===== config.mk =====
export PLATFORM = sky130hd
export DESIGN_NAME = sw_clk_mode_ctrl_flat
export DESIGN_NICKNAME = d
export VERILOG_FILES = /design/src/rtl/sw_clk_mode_ctrl_if.sv /design/src/rtl/sw_clk_mode_ctrl.sv /design/src/flat_wrapper.sv
export SDC_FILE = /design/constraint.sdc
export NUM_CORES = 1
export LEC_CHECK = 0
export ABC_AREA = 0
export BUFFER_PORTS_ARGS = -buffer_cell sky130_fd_sc_hd__buf_4
export CAP_MARGIN = 25
export CELL_PAD_IN_SITES_DETAIL_PLACEMENT = 0
export CELL_PAD_IN_SITES_GLOBAL_PLACEMENT = 1
export CORE_ASPECT_RATIO = 1.4
export CORE_MARGIN = 5
export CORE_UTILIZATION = 45
export DETAILED_ROUTE_END_ITERATION = 12
export HOLD_SLACK_MARGIN = 0.15
export PLACE_DENSITY = 0.78
export SKIP_CTS_REPAIR_TIMING = 1
export SYNTH_ARGS = -nofsm -noshare
export SYNTH_HDL_FRONTEND = slang
export SYNTH_SLANG_ARGS = --single-unit

===== constraint.sdc =====
create_clock -name clk -period 2.1 [get_ports clk]
set_input_delay 0.42 -clock clk [delete_from_list [all_inputs] [get_ports clk]]
set_output_delay 0.42 -clock clk [all_outputs]
set_load 0.02 [all_outputs]

===== src/rtl/sw_clk_mode_ctrl_if.sv =====
// Front-panel button and counter-control bundle for sw_clk_mode_ctrl.
// master = panel/testbench side, slave = control sequencer side.
interface sw_clk_mode_ctrl_if;
   logic       i_add_sec;
   logic       i_add_min;
   logic       i_add_hr;
   logic       i_Sw_Clk;
   logic       i_Start_Stop;
   logic       i_reset;
   logic       o_mode;
   logic       o_clk_tick;
   logic       o_inc_sec;
   logic       o_inc_min;
   logic       o_inc_hr;
   logic       o_sw_tick;
   logic       o_sw_clr;
   logic       o_running;
   logic [1:0] o_sw_state;

   modport master (
      output i_add_sec, i_add_min, i_add_hr,
      output i_Sw_Clk, i_Start_Stop, i_reset,
      input  o_mode, o_clk_tick,
      input  o_inc_sec, o_inc_min, o_inc_hr,
      input  o_sw_tick, o_sw_clr,
      input  o_running, o_sw_state
   );

   modport slave (
      input  i_add_sec, i_add_min, i_add_hr,
      input  i_Sw_Clk, i_Start_Stop, i_reset,
      output o_mode, o_clk_tick,
      output o_inc_sec, o_inc_min, o_inc_hr,
      output o_sw_tick, o_sw_clr,
      output o_running, o_sw_state
   );
endinterface


===== src/rtl/sw_clk_mode_ctrl.sv =====
// Stopwatch/clock control sequencer: button conditioning, mode and
// stopwatch FSM, tick prescalers and auto-repeating set pulses.
module sw_clk_mode_ctrl #(
   parameter int TICK_DIV    = 100_000_000,
   parameter int SW_DIV      = 1_000_000,
   parameter int REPEAT_DLY  = 50_000_000,
   parameter int REPEAT_PER  = 12_500_000,
   parameter int SYNC_STAGES = 2
) (
   input logic               clk,
   input logic               rst,
   sw_clk_mode_ctrl_if.slave bus
);
   localparam int TW   = (TICK_DIV > 1) ? $clog2(TICK_DIV) : 1;
   localparam int SWW  = (SW_DIV > 1) ? $clog2(SW_DIV) : 1;
   localparam int RMAX = (REPEAT_DLY > REPEAT_PER) ? REPEAT_DLY : REPEAT_PER;
   localparam int RW   = $clog2(RMAX + 1);

   localparam logic [TW-1:0]  TICK_LAST = TW'(TICK_DIV - 1);
   localparam logic [SWW-1:0] SW_LAST   = SWW'(SW_DIV - 1);
   localparam logic [RW-1:0]  DLY_LAST  = RW'(REPEAT_DLY - 1);
   localparam logic [RW-1:0]  PER_LAST  = RW'(REPEAT_PER - 1);

   localparam logic [1:0] ST_STOP = 2'b00;
   localparam logic [1:0] ST_RUN  = 2'b01;
   localparam logic [1:0] ST_HOLD = 2'b10;

   localparam int B_MODE = 3;
   localparam int B_SS   = 4;
   localparam int B_CLR  = 5;

   logic [5:0]     raw;
   logic [5:0]     sync_q [SYNC_STAGES];
   logic [5:0]     prev_q;
   logic [5:0]     lvl;
   logic [5:0]     btn_edge;
   logic           mode_q;
   logic [1:0]     state_q;
   logic [1:0]     state_d;
   logic           clr_d;
   logic           clr_q;
   logic           running;
   logic [SWW-1:0] sw_cnt;
   logic           sw_tick_q;
   logic [TW-1:0]  tick_cnt;
   logic           tick_q;
   logic           pend_q;
   logic           due;
   logic [RW-1:0]  rep_cnt [3];
   logic [2:0]     rep_ph;
   logic [2:0]     rep_hit;
   logic [2:0]     cand;
   logic [2:0]     inc_d;
   logic [2:0]     inc_q;
   logic           any_inc;

   assign raw = {bus.i_reset, bus.i_Start_Stop, bus.i_Sw_Clk,
                 bus.i_add_hr, bus.i_add_min, bus.i_add_sec};
   assign lvl      = sync_q[SYNC_STAGES-1];
   assign btn_edge = lvl & ~prev_q;
   assign running  = (state_q == ST_RUN);

   // button synchronizer chain and edge-detect history
   always_ff @(posedge clk or negedge rst) begin
      if (!rst) begin
         for (int i = 0; i < SYNC_STAGES; i++) sync_q[i] <= '0;
         prev_q <= '0;
      end else begin
         sync_q[0] <= raw;
         for (int i = 1; i < SYNC_STAGES; i++) sync_q[i] <= sync_q[i-1];
         prev_q <= lvl;
      end
   end

   // stopwatch FSM next state; clear beats start/stop, RUN survives a clear
   always_comb begin
      state_d = state_q;
      clr_d   = 1'b0;
      if (mode_q && btn_edge[B_CLR]) begin
         clr_d   = 1'b1;
         state_d = running ? ST_RUN : ST_STOP;
      end else if (mode_q && btn_edge[B_SS]) begin
         case (state_q)
            ST_STOP: state_d = ST_RUN;
            ST_RUN:  state_d = ST_HOLD;
            ST_HOLD: state_d = ST_RUN;
            default: state_d = ST_STOP;
         endcase
      end
   end

   // set-pulse candidates: edge or repeat terminal, priority sec > min > hr
   always_comb begin
      for (int i = 0; i < 3; i++) begin
         rep_hit[i] = (rep_cnt[i] == (rep_ph[i] ? PER_LAST : DLY_LAST));
         cand[i]    = !mode_q && (btn_edge[i] || (lvl[i] && rep_hit[i]));
      end
      inc_d[0] = cand[0];
      inc_d[1] = cand[1] & ~cand[0];
      inc_d[2] = cand[2] & ~(|cand[1:0]);
      any_inc  = |cand;
      due      = (tick_cnt == TICK_LAST) | pend_q;
   end

   // auto-repeat counters, held only while the button stays down in clock mode
   always_ff @(posedge clk or negedge rst) begin
      if (!rst) begin
         for (int i = 0; i < 3; i++) rep_cnt[i] <= '0;
         rep_ph <= '0;
      end else begin
         for (int i = 0; i < 3; i++) begin
            if (mode_q || !lvl[i] || btn_edge[i]) begin
               rep_cnt[i] <= '0;
               rep_ph[i]  <= 1'b0;
            end else if (rep_hit[i]) begin
               rep_cnt[i] <= '0;
               rep_ph[i]  <= 1'b1;
            end else begin
               rep_cnt[i] <= rep_cnt[i] + 1'b1;
            end
         end
      end
   end

   // mode, FSM state and registered set/clear pulses
   always_ff @(posedge clk or negedge rst) begin
      if (!rst) begin
         mode_q  <= 1'b0;
         state_q <= ST_STOP;
         clr_q   <= 1'b0;
         inc_q   <= '0;
      end else begin
         mode_q  <= mode_q ^ btn_edge[B_MODE];
         state_q <= state_d;
         clr_q   <= clr_d;
         inc_q   <= inc_d;
      end
   end

   // stopwatch prescaler: counts only in RUN, zeroed by a clear
   always_ff @(posedge clk or negedge rst) begin
      if (!rst) begin
         sw_cnt    <= '0;
         sw_tick_q <= 1'b0;
      end else begin
         sw_tick_q <= running && (sw_cnt == SW_LAST) && !clr_d;
         if (clr_d) sw_cnt <= '0;
         else if (running) sw_cnt <= (sw_cnt == SW_LAST) ? '0 : sw_cnt + 1'b1;
      end
   end

   // free-running seconds prescaler; a tick colliding with a set pulse waits a cycle
   always_ff @(posedge clk or negedge rst) begin
      if (!rst) begin
         tick_cnt <= '0;
         tick_q   <= 1'b0;
         pend_q   <= 1'b0;
      end else begin
         tick_cnt <= (tick_cnt == TICK_LAST) ? '0 : tick_cnt + 1'b1;
         tick_q   <= due & ~any_inc;
         pend_q   <= due & any_inc;
      end
   end

   assign bus.o_mode     = mode_q;
   assign bus.o_clk_tick = tick_q;
   assign bus.o_inc_sec  = inc_q[0];
   assign bus.o_inc_min  = inc_q[1];
   assign bus.o_inc_hr   = inc_q[2];
   assign bus.o_sw_tick  = sw_tick_q;
   assign bus.o_sw_clr   = clr_q;
   assign bus.o_running  = running;
   assign bus.o_sw_state = state_q;
endmodule


===== src/flat_wrapper.sv =====
// flat-port wrapper written by rule: the top's interface ports become plain ports
module sw_clk_mode_ctrl_flat 
#(
   parameter int TICK_DIV    = 100_000_000,
   parameter int SW_DIV      = 1_000_000,
   parameter int REPEAT_DLY  = 50_000_000,
   parameter int REPEAT_PER  = 12_500_000,
   parameter int SYNC_STAGES = 2
)
  (clk, rst, bus_i_add_sec, bus_i_add_min, bus_i_add_hr, bus_i_Sw_Clk, bus_i_Start_Stop, bus_i_reset, bus_o_mode, bus_o_clk_tick, bus_o_inc_sec, bus_o_inc_min, bus_o_inc_hr, bus_o_sw_tick, bus_o_sw_clr, bus_o_running, bus_o_sw_state);
  sw_clk_mode_ctrl_if bus_i ();
  input logic clk;
  input logic rst;
  input wire logic [$bits(bus_i.i_add_sec)-1:0] bus_i_add_sec;
  input wire logic [$bits(bus_i.i_add_min)-1:0] bus_i_add_min;
  input wire logic [$bits(bus_i.i_add_hr)-1:0] bus_i_add_hr;
  input wire logic [$bits(bus_i.i_Sw_Clk)-1:0] bus_i_Sw_Clk;
  input wire logic [$bits(bus_i.i_Start_Stop)-1:0] bus_i_Start_Stop;
  input wire logic [$bits(bus_i.i_reset)-1:0] bus_i_reset;
  output wire logic [$bits(bus_i.o_mode)-1:0] bus_o_mode;
  output wire logic [$bits(bus_i.o_clk_tick)-1:0] bus_o_clk_tick;
  output wire logic [$bits(bus_i.o_inc_sec)-1:0] bus_o_inc_sec;
  output wire logic [$bits(bus_i.o_inc_min)-1:0] bus_o_inc_min;
  output wire logic [$bits(bus_i.o_inc_hr)-1:0] bus_o_inc_hr;
  output wire logic [$bits(bus_i.o_sw_tick)-1:0] bus_o_sw_tick;
  output wire logic [$bits(bus_i.o_sw_clr)-1:0] bus_o_sw_clr;
  output wire logic [$bits(bus_i.o_running)-1:0] bus_o_running;
  output wire logic [$bits(bus_i.o_sw_state)-1:0] bus_o_sw_state;
  assign bus_i.i_add_sec = bus_i_add_sec;
  assign bus_i.i_add_min = bus_i_add_min;
  assign bus_i.i_add_hr = bus_i_add_hr;
  assign bus_i.i_Sw_Clk = bus_i_Sw_Clk;
  assign bus_i.i_Start_Stop = bus_i_Start_Stop;
  assign bus_i.i_reset = bus_i_reset;
  assign bus_o_mode = bus_i.o_mode;
  assign bus_o_clk_tick = bus_i.o_clk_tick;
  assign bus_o_inc_sec = bus_i.o_inc_sec;
  assign bus_o_inc_min = bus_i.o_inc_min;
  assign bus_o_inc_hr = bus_i.o_inc_hr;
  assign bus_o_sw_tick = bus_i.o_sw_tick;
  assign bus_o_sw_clr = bus_i.o_sw_clr;
  assign bus_o_running = bus_i.o_running;
  assign bus_o_sw_state = bus_i.o_sw_state;
  sw_clk_mode_ctrl #(.TICK_DIV(TICK_DIV), .SW_DIV(SW_DIV), .REPEAT_DLY(REPEAT_DLY), .REPEAT_PER(REPEAT_PER), .SYNC_STAGES(SYNC_STAGES)) u_core (.clk(clk), .rst(rst), .bus(bus_i));
endmodule

==> results_dict.tcl <==
set metrics [dict create \
    finalSetupViolations 0 \
    grt_usage_pct 16.5 \
    drt-wirelength-per-cell_um 14.4 \
    grt-ovfl-total 0 \
    holdWs_ns 0.351 \
    synth.area.top_cells "dfrtp_1 (53%), xnor2_1 (6.9%), nor2_1 (6.4%)" \
    clock_skew_ns 0.00941 \
    synth_area_leader_cell "dfrtp_1" \
    ys_seq_area_share_pct 53.1 \
    numPortBuffers 17 \
    register_area_sq_um 3900 \
    synth_top_flop_cell "dfrtp_1" \
    rows 55 \
    dr.pass1.iters 4 \
    synthesis.area_sq_um 7350 \
    p_per_area_nw_per_um2 824 \
    worstMarginPinSlew_ns 0.515 \
    drv_slew 0 \
    cts_root_buffer "clkbuf_16" \
    min_period_over_period_pct 94.6 \
    drc 0 \
    multi_input_area_sq_um 3270 \
    instances_no_fill 1018 \
    h-tree-depth 4 \
    ios 18 \
    arrival_ns 2.33 \
    place_inst 978 \
    detailedPlace.worstSlack_ns 0.0526 \
    finalHoldViolations 0 \
    grt_pass1_vias 5697 \
    drv_cap 0 \
    clockBufferDepth 2 \
    grt_max_degree 49 \
    ys_types 52 \
    die_area_sq_um 19000 \
    final.fill_count 1469 \
    synth_edf_count 0 \
    min_period_ns 1.99 \
    status "finished clean" \
    finalWorstSetupSlack_ns 0.113 \
    numCtsBuffers 17 \
    gp_congestion 0.837 \
    start_util_pct 45.6 \
    insertedDiodeCount 0 \
    p_leak_nw 3.54 \
    coreArea_sq_um 16100 \
    ant_nets 0 \
    async_flop_share_pct 100 \
    postSynthCellCount 748 \
    grt_pass1_wl_um 26300 \
    syn2layout_area_growth_pct 18.6 \
    nets 819 \
    cts.sinks 156 \
    path_clk_slew_ns 0.06 \
    peakVddDrop_uv 567 \
    cts_tree "done" \
    drt_wl_total_um 14700 \
    fp.dieH_um 161 \
    place_hpwl_um 10200 \
    fmax_ghz 0.503 \
    yosys_warnings 0 \
    synth-seq-cells 156 \
    drt_iter0_drc 312 \
    path_class "flop to flop" \
    die_x_um 118 \
    synth_top_cell_area_share_pct 53.1 \
    synth_nets 761 \
    critPathCaptureType "flop" \
    layout-drive-gt1-share_pct 12.8 \
    antenna_found_initial 0 \
    clkLatencyLatePin_ns 0.42 \
    vias 5522 \
    viasPerCell 5.42 \
    avgSynthCellArea_sq_um 9.83 \
    crit_fanout 6 \
    critPathLaunchType "flop" \
    relSlewSlack_pct 65.4 \
    critPathRequiredTime_ns 2.44 \
    hp-class "flop to flop" \
]
-- where the power goes --
part	switching, W	internal [W]	leakage, nW
clock	0.00119	0.00184	0.282
sequential	0.0000789	0.00310	2.11
combinational	0.000588	0.000377	1.14
total	0.00186	0.00532	3.54
-- Yosys cell counts, drive strengths merged, types with 7 or more instances --
cell	number
buf	12
dfrtp	156
inv	31
xnor2	58
or3	12
and3	7
nor2	125
o21ai	17
nor4	20
nand3	52
clkbuf	12
nand4	37
mux2i	7
xor2	32
a21oi	25
nor3	21
and4	14
nand2	50
-- worst max-delay path: stages (launching register included) --
cell and delay [ns]:
dfrtp_1 0.45, nand3_2 0.11, or2_2 0.37, or3_4 0.42, or4_1 0.40, a21oi_1 0.16
-- path summary, 6_finish.rpt --
path	from	depth (start not counted)	to	slack, ns
worst max-delay path	u_core.rep_cnt[7]$_DFF_PN0_	5	u_core.rep_cnt[25]$_DFF_PN0_	0.11
worst min-delay path	u_core.sync_q[6]$_DFF_PN0_	0	u_core.lvl[0]$_DFF_PN0_	0.35
worst max register to register	u_core.rep_cnt[7]$_DFF_PN0_	5	u_core.rep_cnt[25]$_DFF_PN0_	0.11
worst min register to register	u_core.sync_q[6]$_DFF_PN0_	0	u_core.lvl[0]$_DFF_PN0_	0.35
max in group asynchronous	rst	3	u_core.tick_cnt[20]$_DFF_PN0_	1.07
min in group asynchronous	rst	2	u_core.rep_cnt[73]$_DFF_PN0_	0.44
-- cell usage in the layout, fill, tap and decap left out, drive strengths merged, types with 3 or more instances in the layout --
cell type,netlist,layout
a22o,3,3
nor2b,5,5
xor2,32,32
mux2i,7,7
clkinv,0,5
and3,7,7
and4,14,14
a31oi,4,4
xnor2,58,58
buf,12,56
nand3,52,52
inv,31,31
a21oi,25,25
nor4b,3,3
ha,5,5
nand3b,4,4
nor2,125,125
or2,3,3
dlygate4sd3,0,7
or4b,4,4
dfrtp,156,156
nor3,21,21
o21ai,17,17
nand2b,5,5
clkbuf,12,22
nand2,50,50
nor4,20,20
and2,3,3
clkinvlp,0,3
or3,12,12
nand4,37,37
-- logic make-up (layout without fill, tap and decap cells) --
family / after synthesis / after routing / synth area share (%)
simple gates: 373 / 373 / 26.1
buf+inv: 55 / 126 / 3.10
compound gates: 61 / 61 / 4.97
mux: 8 / 8 / 1.11
xor+xnor: 90 / 90 / 10.7
fa+ha+maj: 5 / 5 / 0.851
flops: 156 / 156 / 53.1
-- state kept, by name, summed over array words and instances (netlist names) --
register               flops
u_core.tick_cnt           27
u_core.lvl                 6
u_core.prev_q              6
u_core.bus.o_mode          1
u_core.bus.o_sw_clr        1
u_core.inc_q               3
u_core.rep_ph              3
u_core.rep_cnt            78
u_core.bus.o_sw_tick       1
u_core.bus.o_clk_tick      1
u_core.sw_cnt             20
u_core.bus.o_sw_state      2
u_core.pend_q              1
u_core.sync_q              6
-- stage by stage --
stage	TNS, ns	utilization [%]	power (W)	instance area [sq um]
6_report	0	54.1	0.00718	8710
5_1_grt	-0.00475	54.1	0.00752	8710
4_1_cts	0	53.3	0.00726	8590
3_5_place_dp	0	49.7	0.00420	8000
3_3_place_gp	0	49.6	0.00415	7990
2_1_floorplan	0	-	0.00376	7350
-- area by class of cell --
type	count	share of cell area, %
Sequential cell	156	44.8
Multi-Input combinational cell	537	37.5
Timing Repair Buffer	63	6.72
Clock buffer	22	5.44
Tap cell	199	2.86
Inverter	31	1.34
Clock inverter	10	1.32
-- per-layer routing --
metal  GRT usage [%]  share of wire, %  up-vias
li1                -                 -     2704
met1            19.9                45     2723
met2            28.6                51       67
met3            3.12               1.8       28
met4            7.25               2.2        0
met5               0                 0        -
No activity file was read; power rests on OpenSTA's default activity.
